[src/rtl/counter_rr_scheduler.sv]
`default_nettype none
// ============================================================================
// counter_rr_scheduler
//   Round-robin scheduler sharing one up-counter among NUM_REQ requesters.
//   Each granted requester gets a burst of count_en cycles, then a done pulse.
//   Optional macro SCHED_COUNT_CHECK_EN adds a sticky check of the counter delta.
//   Revision: 1.0
// ============================================================================
module counter_rr_scheduler #(
  parameter int NUM_REQ = 4,
  parameter int CNT_W   = 4
) (
  input  logic                     clk,
  input  logic                     reset,
  input  logic [NUM_REQ-1:0]       req,
  input  logic [NUM_REQ*CNT_W-1:0] req_len,
  output logic [NUM_REQ-1:0]       gnt,
  output logic [NUM_REQ-1:0]       done,
  output logic                     count_en,
  input  logic [CNT_W-1:0]         q_out,
  output logic                     busy,
  output logic                     err
);

  localparam int IDX_W = (NUM_REQ > 1) ? $clog2(NUM_REQ) : 1;

  typedef enum logic [1:0] {
    S_IDLE = 2'd0,
    S_RUN  = 2'd1,
    S_DONE = 2'd2
  } state_t;

  state_t             r_state;
  logic [IDX_W-1:0]   r_ptr;
  logic [IDX_W-1:0]   r_idx;
  logic [CNT_W-1:0]   r_rem;
  logic [NUM_REQ-1:0] r_gnt;
  logic [NUM_REQ-1:0] r_done;
  logic               r_count_en;
  logic               r_busy;

  logic               w_found;
  logic [IDX_W-1:0]   w_sel_idx;
  logic [CNT_W-1:0]   w_sel_len;
  logic [NUM_REQ-1:0] w_sel_onehot;
  logic [IDX_W-1:0]   w_idx_next;
  logic [CNT_W-1:0]   w_len_arr [NUM_REQ];

  genvar g;
  generate
    for (g = 0; g < NUM_REQ; g++) begin : g_len
      assign w_len_arr[g] = req_len[g*CNT_W +: CNT_W];
    end
  endgenerate

  // First pending request at or after the pointer, wrapping around.
  always_comb begin : p_arb
    int w_sum;
    logic [IDX_W-1:0] w_j;
    w_found   = 1'b0;
    w_sel_idx = '0;
    w_sel_len = '0;
    w_sum     = 0;
    w_j       = '0;
    for (int k = 0; k < NUM_REQ; k++) begin
      w_sum = int'(r_ptr) + k;
      if (w_sum >= NUM_REQ) begin
        w_sum = w_sum - NUM_REQ;
      end
      w_j = IDX_W'(w_sum);
      if (!w_found && req[w_j]) begin
        w_found   = 1'b1;
        w_sel_idx = w_j;
        w_sel_len = w_len_arr[w_j];
      end
    end
  end

  assign w_sel_onehot = NUM_REQ'(1) << w_sel_idx;
  assign w_idx_next   = (r_idx == IDX_W'(NUM_REQ-1)) ? '0 : r_idx + 1'b1;

  always_ff @(posedge clk or posedge reset) begin
    if (reset) begin
      r_state    <= S_IDLE;
      r_ptr      <= '0;
      r_idx      <= '0;
      r_rem      <= '0;
      r_gnt      <= '0;
      r_done     <= '0;
      r_count_en <= 1'b0;
      r_busy     <= 1'b0;
    end else begin
      case (r_state)
        S_IDLE: begin
          if (w_found) begin
            r_gnt  <= w_sel_onehot;
            r_idx  <= w_sel_idx;
            r_rem  <= w_sel_len;
            r_busy <= 1'b1;
            if (w_sel_len != '0) begin
              r_state    <= S_RUN;
              r_count_en <= 1'b1;
            end else begin
              r_state <= S_DONE;
              r_done  <= w_sel_onehot;
            end
          end
        end
        S_RUN: begin
          // A dropped request abandons the burst without a done pulse.
          if (!req[r_idx]) begin
            r_state    <= S_IDLE;
            r_count_en <= 1'b0;
            r_gnt      <= '0;
            r_busy     <= 1'b0;
            r_ptr      <= w_idx_next;
          end else if (r_rem == CNT_W'(1)) begin
            r_state    <= S_DONE;
            r_count_en <= 1'b0;
            r_done     <= r_gnt;
          end else begin
            r_rem <= r_rem - CNT_W'(1);
          end
        end
        S_DONE: begin
          r_state <= S_IDLE;
          r_gnt   <= '0;
          r_done  <= '0;
          r_busy  <= 1'b0;
          r_ptr   <= w_idx_next;
        end
        default: begin
          r_state    <= S_IDLE;
          r_gnt      <= '0;
          r_done     <= '0;
          r_count_en <= 1'b0;
          r_busy     <= 1'b0;
        end
      endcase
    end
  end

  assign gnt      = r_gnt;
  assign done     = r_done;
  assign count_en = r_count_en;
  assign busy     = r_busy;

`ifdef SCHED_COUNT_CHECK_EN
  logic [CNT_W-1:0] r_base;
  logic [CNT_W-1:0] r_len;
  logic             r_err;

  // Counter delta is taken modulo 2^CNT_W, so wrap-around mid-burst is benign.
  always_ff @(posedge clk or posedge reset) begin
    if (reset) begin
      r_base <= '0;
      r_len  <= '0;
      r_err  <= 1'b0;
    end else begin
      if (r_state == S_IDLE && w_found) begin
        r_base <= q_out;
        r_len  <= w_sel_len;
      end
      if (r_state == S_DONE && CNT_W'(q_out - r_base) != r_len) begin
        r_err <= 1'b1;
      end
    end
  end

  assign err = r_err;
`else
  logic w_unused_q;
  assign w_unused_q = ^q_out;
  assign err        = 1'b0;
`endif

endmodule
`default_nettype wire

[config.mk]
export PLATFORM = sky130hd
export DESIGN_NAME = counter_rr_scheduler
export DESIGN_NICKNAME = d
export VERILOG_FILES = /design/src/rtl/counter_rr_scheduler.sv
export SDC_FILE = /design/constraint.sdc
export NUM_CORES = 1
export LEC_CHECK = 0
export BUFFER_PORTS_ARGS = -buffer_cell sky130_fd_sc_hd__buf_4
export CAP_MARGIN = 20
export CORE_UTILIZATION = 50
export DETAILED_ROUTE_END_ITERATION = 6
export PLACE_DENSITY = 0.83
export SLEW_MARGIN = 20
export SYNTH_ARGS = -nofsm -noshare
export SYNTH_HDL_FRONTEND = slang
export SYNTH_SLANG_ARGS = --single-unit
[constraint.sdc]
create_clock -name clk -period 2.2 [get_ports clk]
set_input_delay 0.22 -clock clk [delete_from_list [all_inputs] [get_ports clk]]
set_output_delay 0.22 -clock clk [all_outputs]
set_load 0.01 [all_outputs]
Yosys cells after proc, flatten, opt, wreduce, memory -nomap -nowiden
Index checks and enable logic that the tools add are counted.
{"block": "word_totals", "regBits": 20, "inputBits": 26}
{"block": "classes", "magnitude_cmp": 13, "mux": 66, "add_sub_neg": 9, "shifts": 1, "n_eq_ne": 12, "reduce_logical": 17, "bitwise": 5}
{"operator": "$mux W4", "n": 21}
{"operator": "$bmux W4 S2", "n": 4}
{"operator": "$mux W2", "n": 14}
{"operator": "$pmux W4 S2", "n": 3}
{"operator": "$ge A3 B3 Y1 const B", "n": 7}
{"operator": "$lt A2 B3 Y1 const B", "n": 5}
{"operator": "$mux W1", "n": 15}
{"operator": "$ne A2 B2 Y1 const B", "n": 7}
{"operator": "$not A2 Y3", "n": 4}
{"operator": "$reduce_and A4 Y1", "n": 3}
{"operator": "$bmux W1 S2", "n": 5}
{"operator": "$pmux W2 S2", "n": 2}
{"operator": "$reduce_and A2 Y1", "n": 4}
{"operator": "$sub A2 B1 Y2 const B", "n": 4}
{"operator": "$add A2 B2 Y3 const B", "n": 2}
{"operator": "$eq A2 B2 Y1 const B", "n": 2}
{"operator": "$eq A4 B1 Y1 const B", "n": 1}
{"operator": "$reduce_bool A2 Y1", "n": 2}
{"operator": "$reduce_bool A4 Y1", "n": 1}
{"operator": "$shl A1 B2 Y4 const A", "n": 1}
{"operator": "$sub A4 B1 Y4 const B", "n": 1}
{"operator": "$add A2 B1 Y3 const B", "n": 1}
{"operator": "$ge A2 B3 Y1 const B", "n": 1}
{"operator": "$logic_and A1 B1 Y1", "n": 3}
{"operator": "8 further kinds", "n": 10}

Depth between registers and ports, before layout
Gate-level depths: netlist of run 1.
{"block": "logic_depth", "word_depth": 18, "depth_mapped": 10, "ltp_nobuf": 8}

Least setup slack after synthesis of run 1
No wires, ideal clock.
{"block": "synth_timing", "path_type": "register to register", "start": "register r_ptr[0]", "end": "register r_done[1], in the netlist done[1]", "path_stages_with_launch": 9, "path_slack_ps": -9, "t_required_ps": 2075, "arrival_time_ps": 2084, "path_cell_list": "dfrtp_1 > buf_6 > mux4_2 > nand2_2 > o221ai_2 > o31ai_2 > o211ai_2 > o21a_4 > mux2_4"}
{"block": "synth_between", "elab_chain_len": 18, "elab_cells_between_ends": 65, "cone_classes": "7 x add/sub; 4 x order compare; 2 x eq/ne; 1 x shift; 39 x mux; 4 x bitwise; 8 x reduce/logical"}
{"item": "start, declared", "line_no": "34", "rtl": "logic [IDX_W-1:0] r_ptr;"}
{"item": "start signal, assigned", "line_no": "116", "rtl": "r_ptr <= w_idx_next;"}
{"item": "start signal, assigned", "line_no": "130", "rtl": "r_ptr <= w_idx_next;"}
{"item": "parallel branches: the longest is 18 deep, another holds $add A2 B1 Y3"}
{"item": "end signal, assigned", "line_no": "105", "rtl": "r_done <= w_sel_onehot;"}
{"item": "end signal, assigned", "line_no": "120", "rtl": "r_done <= r_gnt;"}
{"item": "end, declared", "line_no": "38", "rtl": "logic [NUM_REQ-1:0] r_done;"}
Several ways; the timed one is not identified. The select of a mux whose other input is x is not followed.
A chain may end at the register's enable or synchronous reset.

Final worst setup path of run 1
{"block": "layout_timing", "start": "register r_ptr[1]", "end": "register r_done[2], in the netlist done[2]"}
The elaborated chain is that of the path after synthesis.

==> results of run 1 <==
==> cell families (layout without fill, tap and decap cells) <==
group           Yosys count  count (layout)  synth area share
fa+ha+maj                 3               3            0.0200
flops                    20              20             0.266
other cells               1               1           0.00199
mux                      28              28             0.180
buf+inv                  24              81            0.0845
compound gates           69              69             0.266
simple gates             69              69             0.181
==> routing by layer <==
layer,routed length (µm),up-vias,global-route usage,part of all wire
met5,0,-,0,0
met4,171,0,0.116,0.032
met3,292,18,0.0344,0.055
met2,2600,90,0.423,0.49
met1,2250,906,0.311,0.42
li1,-,909,-,-
==> worst register-to-register path, delay by kind of cell (launching register included) <==
kind | cells | cell delay (ps)
AOI/OAI and AO/OA | 5 | 1080
and+or+nand+nor | 1 | 170
DFF | 1 | 400
muxes | 1 | 300
buffers and inverters | 2 | 310
==> Yosys cell counts, types with 2 or more instances <==
library cell | number | area [µm²]
nor2_1 | 4 | 15.0
nor2b_1 | 6 | 37.5
o211ai_1 | 6 | 45.0
mux2i_1 | 17 | 170
nor3b_1 | 3 | 22.5
buf_4 | 3 | 22.5
a21boi_0 | 2 | 15.0
a21oi_1 | 17 | 85.1
nand3_1 | 3 | 15.0
mux2_2 | 2 | 22.5
mux4_2 | 3 | 67.6
a32oi_1 | 3 | 26.3
nand2_1 | 36 | 135
o21a_1 | 3 | 22.5
nand2b_1 | 4 | 25.0
dfrtp_1 | 20 | 500
ha_1 | 3 | 37.5
o31ai_1 | 4 | 30.0
buf_6 | 3 | 33.8
mux2_4 | 3 | 45.0
o31ai_2 | 2 | 25.0
o21ai_0 | 14 | 70.1
a221oi_1 | 3 | 26.3
mux2_1 | 3 | 33.8
inv_1 | 10 | 37.5
buf_2 | 4 | 20.0
nor3_1 | 4 | 20.0
==> power by group through the flow <==
| stage | Sequential (mW) | Clock, mW | Combinational [mW] |
|---|---|---|---|
| 3_3_place_gp | 0.681 | 0 | 2.15 |
| 2_1_floorplan | 0.679 | 0 | 1.54 |
| 4_1_cts | 0.693 | 0.368 | 2.38 |
| 3_5_place_dp | 0.689 | 0 | 2.21 |
| 6_report | 0.698 | 0.362 | 2.70 |
| 5_1_grt | 0.721 | 0.380 | 2.89 |
==> layout make-up <==
cell class / instances / area share
flip-flops and latches: 20 / 0.197
multi-input cells: 170 / 0.523
repair buffers: 67 / 0.215
clock buffers: 3 / 0.0162
clock inverters: 1 / 0.0118
inverters: 10 / 0.0147
well taps: 46 / 0.0226
==> state kept, by name, indices dropped and copies added, names as in the netlist <==
register  flops
done          4
gnt           4
r_rem         4
r_idx         2
r_ptr         2
r_state       2
busy          1
count_en      1
==> timing repair <==
| action | 4_1_cts | 5_1_grt |
|---|---|---|
| gates resized for setup | 7 | 17 |
| pin swaps | 0 | 7 |
| gates cloned | 0 | 0 |
| hold buffers | 0 | 0 |
| setup endpoints to repair | 7 | 10 |
| buffers inserted | 6 | 2 |
==> stage by stage <==
step | instances | hold slack [ps] | setup WS [ps] | setup TNS (ps) | util
6_report | 317 | 76.4 | -166 | -837 | 0.735
5_1_grt | 317 | 165 | -288 | -1870 | 0.735
4_1_cts | 315 | 115 | -107 | -471 | 0.707
3_5_place_dp | 305 | 394 | -150 | -891 | 0.666
3_3_place_gp | 305 | 395 | -104 | -427 | 0.666
2_1_floorplan | 214 | 184 | 34.3 | 0 | -
==> how the worst min path moves through the flow <==
stage | cells past startpoint | end | slack [ps]
final | 2 | r_rem[3]$_DFFE_PP0P_ | 80
after CTS | 2 | gnt[3]$_DFFE_PP0P_ | 110
after global routing | 2 | gnt[3]$_DFFE_PP0P_ | 160
after floorplan | 1 | busy$_DFFE_PP0P_ | 180
after global placement | 2 | r_rem[2]$_DFFE_PP0P_ | 390
after detailed placement | 2 | r_rem[2]$_DFFE_PP0P_ | 390
==> summary.md, run 1 <==
| Metric | Value |
|---|---|
| GP Congestion | `0.934` |
| Row count | `21` |
| Final worst-path cycle share | `1.08` |
| Die Wd | `63.3 µm` |
| Reg clk slew, reported paths | `70 ps` |
| Crit-path max FO | `14` |
| Sw Ratio | `0.444` |
| All-Layer GR Usage | `0.250` |
| Core ar. | `3470 µm²` |
| Top delay family on crit path | `compound AO/OA/AOI/OAI gates` |
| Port Buf Inserts | `31` |
| Die ar. | `4010 µm²` |
| Slew HR | `0.526` |
| # diodes | `0` |
| Internal reg-to-reg setup slack | `-170 ps` |
| Async set-reset flop share out of synthesis | `1.00` |
| Layout fillers | `249` |
| Root Buffer | `clkbuf_8` |
| Slew Viols, Final | `0` |
| YS warnings | `0` |
| # nets final | `301` |
| Worst Tran Pin Value | `711 ps` |
| R2R Path Start | `r_ptr[1]$_DFFE_PP0P_` |
| Post-synth EDFFs | `0` |
| Share of cells above drive strength 1 | `0.391` |
| CP Depth | `9` |
| Tot Pwr | `3.76 mW` |
| Sequential share of power | `0.186` |
| Most frequent cells in the layout | `buf_4 (62), nand2_1 (36), dfrtp_1 (19)` |
| Residual DRC count | `0` |
| Syn Nets | `243` |
| Post-route minimum period | `2370 ps` |
| Status | `complete, but fails checks` |
| Crit path buf inv count | `2` |
| Global-route wire length before repair | `8000 µm` |
| Num CTS Buffers | `3` |
| Largest net degree at the start of global routing | `21` |
| WL/cell | `16.7 µm` |
| Crit path from | `r_ptr[1]$_DFFE_PP0P_` |
| Post-synthesis cell count | `214` |
| Syn Std Cell Area | `1880 µm²` |
| Fmax | `423 MHz` |
| Setup crit end kind | `register` |
| CP Launch Type | `register` |
| Synth unique cells | `56` |
| Die height | `63.3 µm` |
| Worst Setup Path Type | `register to register` |
| Post-route ant nets | `0` |
| #FFs+latches synth | `20` |
| Drt total wl | `5310 µm` |
| Final hold vios | `0` |
| Clock sinks | `20` |
| Commonest register cell after synthesis | `dfrtp_1` |
| Initial core utilization | `0.542` |
| Max-cap viol count | `0` |
| Critical R2R Capture | `done[2]$_DFFE_PP0P_` |
| Switch Pwr | `1.67 mW` |
| Vias in the first global route | `1855` |
| Seq/Total Area, Yosys | `0.266` |
| # setup viols final | `7` |
| Crit-path max cell delay | `400 ps` |
| Worst EP arrival | `2510 ps` |
| Worst Reg-to-Reg Cells | `9` |
| Logic pwr share | `0.718` |
| Number of DRC markers in iteration 0 | `225` |
| Worst path cell trace | `buf_12 -> nor2b_2 -> buf_4 -> a22o_2 -> a32oi_2 -> o31ai_4 -> o211ai_2 -> o21a_4 -> mux2_4` |
| Initial antenna violation count | `0` |
| Final worst setup slack | `-166 ps` |
| Gr ovfl total | `0` |
| Critical Path End | `done[2]$_DFFE_PP0P_` |
| Avg Cell Area, Syn | `8.79 µm²` |
| Slowest cell on crit path | `dfrtp_1` |
| I/O Pins | `37` |
| Cell area after layout | `2550 µm²` |
| Pwr dens | `1470 nW/µm²` |
| DR pass1 iterations | `4` |
| Max IR drop VDD | `775 µV` |
| RSZ-0062 raised after global routing | `yes` |
| Internal power | `2.09 mW` |
| Area after DPL | `2310 µm²` |
| Clock latency reported for the late side of the worst-skew pair | `250 ps` |
| Max Clock Skew | `1.38 ps` |
| Area Growth Syn to Fin | `35.6%` |
| Via count | `1923` |
| Max clock buf depth | `2` |
| Via-to-Cell Ratio | `6.07` |
| Worst Path Required | `2340 ps` |
| H-tree levels | `1` |
| Hold WC Path Type | `primary input to async pin` |
| Clock power share | `0.096` |
| Static leakage | `1.18 nW` |
| Commonest non-fill, non-tap cell in the layout | `buf_4` |
| CTS tree | `built` |
| Violated checks | `setup timing` |
| Seq. cell area | `502 µm²` |
| Multi-input logic area | `1330 µm²` |
| DPL Wire Length | `3430 µm` |
No activity file was read; power rests on OpenSTA's default activity.
==> run 2, diff against run 1 <==
- MAX_ROUTING_LAYER: unset -> met4
==> summary.md, run 2 (synthesized netlist as in run 1, its figures left out) <==
| Metric | Value |
|---|---|
| R2R Path Start | `r_ptr[1]$_DFFE_PP0P_` |
| Slew HR | `0.517` |
| DR pass1 iterations | `4` |
| Row count | `21` |
| Max clock buf depth | `2` |
| # diodes | `0` |
| Via count | `1933` |
| Reg clk slew, reported paths | `70 ps` |
| Max IR drop VDD | `756 µV` |
| Largest net degree at the start of global routing | `21` |
| Root Buffer | `clkbuf_8` |
| Clock latency reported for the late side of the worst-skew pair | `260 ps` |
| Status | `complete, but fails checks` |
| WL/cell | `15.6 µm` |
| Pwr dens | `1420 nW/µm²` |
| Residual DRC count | `0` |
| Violated checks | `setup timing` |
| Post-route minimum period | `2320 ps` |
| Crit-path max FO | `11` |
| # nets final | `306` |
| Final hold vios | `0` |
| Final worst-path cycle share | `1.06` |
| Slew Viols, Final | `0` |
| Global-route wire length before repair | `7890 µm` |
| Drt total wl | `5010 µm` |
| Fmax | `430 MHz` |
| GP Congestion | `0.913` |
| All-Layer GR Usage | `0.258` |
| Setup crit end kind | `register` |
| Worst Reg-to-Reg Cells | `10` |
| Critical R2R Capture | `r_state[1]$_DFFE_PP0P_` |
| Most frequent cells in the layout | `buf_4 (68), nand2_1 (36), dfrtp_1 (19)` |
| CP Launch Type | `register` |
| Max-cap viol count | `0` |
| Die height | `63.3 µm` |
| RSZ-0062 raised after global routing | `yes` |
| Worst Tran Pin Value | `724 ps` |
| Share of cells above drive strength 1 | `0.420` |
| Initial antenna violation count | `0` |
| Max Clock Skew | `1.12 ps` |
| Internal reg-to-reg setup slack | `-120 ps` |
| Setup TNS after final layout | `-545 ps` |
| Static leakage | `1.20 nW` |
| Worst EP arrival | `2520 ps` |
| Area Growth Syn to Fin | `38.5%` |
| Post-route ant nets | `0` |
| Hold_buf cts | `0` |
| I/O Pins | `37` |
| Commonest non-fill, non-tap cell in the layout | `buf_4` |
| Hold WC Path Type | `primary input to async pin` |
| H-tree levels | `1` |
| Port Buf Inserts | `31` |
| Clock sinks | `20` |
| Vias in the first global route | `1863` |
| Via-to-Cell Ratio | `6.00` |
| Die ar. | `4010 µm²` |
| DPL Wire Length | `3450 µm` |
| CTS tree | `built` |
| Num CTS Buffers | `3` |
| Worst Path Required | `2400 ps` |
| DP Worst Slack | `-190 ps` |
| Final worst setup slack | `-124 ps` |
| Hold slack | `78.0 ps` |
| Layout fillers | `242` |
| Tot Pwr | `3.69 mW` |
| Core ar. | `3470 µm²` |
| # setup viols final | `6` |
| Number of DRC markers in iteration 0 | `99` |
| Gr ovfl total | `0` |
| Initial core utilization | `0.542` |
| Die Wd | `63.3 µm` |
| Worst Setup Path Type | `register to register` |
-- run 2: changes by cell type in the layout (fill, tap and decap cells not counted), sizes merged --
| cell | before | now |
|---|---|---|
| bufinv | 1 | 0 |
| buf | 67 | 72 |
| clkbuf | 3 | 4 |
-- run 2: cell type report --
cell class,instances,area [µm²],area share
Multi-Input combinational cell,170,1370,0.526
Timing Repair Buffer,72,582,0.223
Sequential cell,20,502,0.193
Tap cell,46,57.6,0.0221
Clock buffer,4,55.1,0.0211
Inverter,10,37.5,0.0144
-- run 2: report_power, final --
group | switching, mW | internal [mW]
Combinational | 1.34 | 1.37
Clock | 0.116 | 0.159
Sequential | 0.158 | 0.539
-- run 2: worst max-delay path by stage --
stage	from	to	slack [ps]
floorplan	r_ptr[1]$_DFFE_PP0P_	done[1]$_DFFE_PP0P_	30
global placement	r_ptr[0]$_DFFE_PP0P_	done[1]$_DFFE_PP0P_	-140
detailed placement	r_ptr[0]$_DFFE_PP0P_	done[1]$_DFFE_PP0P_	-190
CTS	r_ptr[1]$_DFFE_PP0P_	done[1]$_DFFE_PP0P_	-120
global route	r_ptr[1]$_DFFE_PP0P_	done[1]$_DFFE_PP0P_	-210
finish	r_ptr[1]$_DFFE_PP0P_	r_state[1]$_DFFE_PP0P_	-120
-- run 2: worst max-delay path, cell delays in order, from the launching register on --
cell,delay (ps)
dfrtp_1,400
buf_12,150
nor2b_2,170
buf_4,150
a32o_2,240
mux2_4,280
o31ai_2,70
o211ai_2,170
buf_4,160
o41ai_2,260
and3_1,200
-- run 2: per-stage QoR --
step	instance area, µm²	std cells	util
after detailed placement	2340	309	0.674
final	2600	322	0.751
after CTS	2500	321	0.720
after floorplan	1890	214	-
after global placement	2340	309	0.674
after global routing	2600	322	0.751
-- run 2: routing by layer --
layer	GRT usage	part of all wire	vias to the layer above
li1	-	-	916
met1	0.286	0.40	931
met2	0.445	0.52	70
met3	0.0489	0.043	16
met4	0.116	0.033	0
met5	-	0	-
-- run 2: timing repair --
action                                  CTS  global route
pin swaps                                 6             6
setup buffers                             8             1
gates resized for setup                  10            20
endpoints found under the setup margin    7            10
==> run 3, diff against run 2 <==
- PLACE_DENSITY: 0.83 -> 0.8
- clock period: 2.2 -> 2.7 ns (I/O delays scaled with it)
==> summary.md, run 3 (synthesized netlist as in run 1, its figures left out) <==
| Metric | Value |
|---|---|
| Critical R2R Capture | `done[1]$_DFFE_PP0P_` |
| Static leakage | `1.02 nW` |
| Post-CTS setup buffer count | `0` |
| Internal reg-to-reg setup slack | `150 ps` |
| All-Layer GR Usage | `0.235` |
| Root Buffer | `clkbuf_8` |
| Setup crit end kind | `register` |
| Vias in the first global route | `1662` |
| Via-to-Cell Ratio | `5.93` |
| Post-route ant nets | `0` |
| Critical Path End | `done[1]$_DFFE_PP0P_` |
| Dpl cells | `291` |
| Final worst-path cycle share | `0.943` |
| Crit path from | `r_ptr[0]$_DFFE_PP0P_` |
| Clock sinks | `20` |
| Crit path buf inv count | `0` |
| Switch Pwr | `1.10 mW` |
| Residual DRC count | `0` |
| Via count | `1748` |
| Tot Pwr | `2.43 mW` |
| CTS tree | `built` |
| # setup viols final | `0` |
| Share of cells above drive strength 1 | `0.281` |
| Worst EP arrival | `2690 ps` |
| Final Non-Filler Cells | `295` |
| Number of DRC markers in iteration 0 | `108` |
| Worst Setup Path Type | `register to register` |
| Clock power share | `0.092` |
| RSZ-0062 raised after global routing | `no` |
| CP Launch Type | `register` |
| # diodes | `0` |
| Met1 usage in global routing | `0.308` |
| GP Congestion | `0.887` |
| Grt peak-use layer | `met2` |
| Commonest non-fill, non-tap cell in the layout | `buf_4` |
| Die ar. | `4010 µm²` |
| Drt total wl | `4290 µm` |
| Gr ovfl total | `0` |
| Max clock buf depth | `2` |
| DPL Wire Length | `3210 µm` |
| Post-route minimum period | `2550 ps` |
| DR pass1 iterations | `5` |
| Slew HR | `0.492` |
| Crit-path max FO | `12` |
| Reg clk slew, reported paths | `70 ps` |
| Max Clock Skew | `3.81 ps` |
| Area Growth Syn to Fin | `17.6%` |
| Core ar. | `3470 µm²` |
| Worst Reg-to-Reg Cells | `7` |
| Top delay family on crit path | `multiplexers` |
| Row count | `21` |
| Sequential share of power | `0.249` |
| Core Util, Final | `0.637` |
| Most frequent cells in the layout | `buf_4 (45), nand2_1 (36), dfrtp_1 (19)` |
| Internal power | `1.34 mW` |
| H-tree levels | `1` |
| I/O Pins | `37` |
| # nets final | `279` |
| WL/cell | `14.5 µm` |
| Die height | `63.3 µm` |
| Slowest cell on crit path | `mux4_2` |
| Max-cap viol count | `0` |
| Worst Tran Pin Value | `762 ps` |
| Global routing usage on met2 | `0.386` |
| Die Wd | `63.3 µm` |
| Slew Viols, Final | `0` |
| Hold WC Path Type | `primary input to async pin` |
| Status | `finished clean` |
| Port Buf Inserts | `31` |
| Initial antenna violation count | `0` |
| Worst Path Required | `2840 ps` |
| Initial core utilization | `0.542` |
| Hold slack | `147 ps` |
| Pwr dens | `1100 nW/µm²` |
| Logic pwr share | `0.659` |
| Crit-path max cell delay | `620 ps` |
| Met3 Use GR | `0.0399` |
| R2R Path Start | `r_ptr[0]$_DFFE_PP0P_` |
| Global-route wire length before repair | `7470 µm` |
| Clock latency reported for the late side of the worst-skew pair | `260 ps` |
| Max IR drop VDD | `591 µV` |
| CP Depth | `7` |
| Num CTS Buffers | `3` |
| Fmax | `393 MHz` |
| Sw Ratio | `0.451` |
| Setup TNS after final layout | `0 ps` |
| Worst path cell trace | `mux4_2 -> nand2_2 -> o221ai_2 -> o31ai_2 -> o211ai_2 -> o21a_4 -> mux2_4` |
| Largest net degree at the start of global routing | `21` |
| Final hold vios | `0` |
==> run 3: cell count changes in the layout (fill, tap and decap cells not counted), moves of 2 or more <==
| cell | delta |
|---|---|
| a21oi_2 | -2 |
| buf_12 | -3 |
| buf_4 | -23 |
| a221oi_1 | +2 |
| mux2i_1 | +4 |
| a21oi_1 | +2 |
| mux2i_4 | -2 |
| o21ai_0 | +3 |
| mux2i_2 | -2 |
==> run 3: power by group through the flow <==
stage	Combinational, mW	Clock (mW)	Sequential [mW]
floorplan	1.25	0	0.554
global placement	1.55	0	0.594
detailed placement	1.59	0	0.605
CTS	1.60	0.228	0.601
global route	1.78	0.244	0.624
finish	1.60	0.225	0.606
==> run 3: layout make-up <==
class / instances / area, µm²
Clock buffer: 4 / 55.1
Fill cell: 315 / 1260
Inverter: 10 / 37.5
Multi-Input combinational cell: 170 / 1220
Sequential cell: 20 / 502
Tap cell: 46 / 57.6
Timing Repair Buffer: 45 / 338
==> run 3: routing by layer <==
metal / wire length (µm) / share of wire / vias up
met5: 0 / 0 / -
met4: 46 / 0.011 / 0
met3: 200 / 0.047 / 6
met2: 2070 / 0.48 / 45
met1: 1970 / 0.46 / 840
li1: - / - / 857
==> run 3: worst register-to-register path, cell delays in order (launching register included) <==
cell and delay [ps]:
dfrtp_1 600, mux4_2 630, nand2_2 90, o221ai_2 80, o31ai_2 330, o211ai_2 140, o21a_4 270, mux2_4 300
==> run 3: worst min path at each step <==
stage	from	endpoint	slack (ps)	cells after the start
final	reset	r_rem[3]$_DFFE_PP0P_	150	2
after floorplan	reset	busy$_DFFE_PP0P_	230	1
after global routing	reset	r_rem[2]$_DFFE_PP0P_	220	2
after CTS	reset	gnt[3]$_DFFE_PP0P_	180	2
after detailed placement	reset	r_rem[2]$_DFFE_PP0P_	460	2
after global placement	reset	r_rem[3]$_DFFE_PP0P_	440	2
==> run 3: per-stage QoR <==
| step | worst slack (ps) | area (µm²) |
|---|---|---|
| floorplan | 491 | 1880 |
| global placement | 154 | 2150 |
| detailed placement | 131 | 2150 |
| CTS | 94.4 | 2210 |
| global route | 43.5 | 2210 |
| finish | 153 | 2210 |
==> run 3: timing repair <==
action / CTS / global route
gates resized for setup: 0 / 1
hold buffers: 0 / 0
setup endpoints to repair: 0 / 6
hold endpoints to repair: 0 / 0
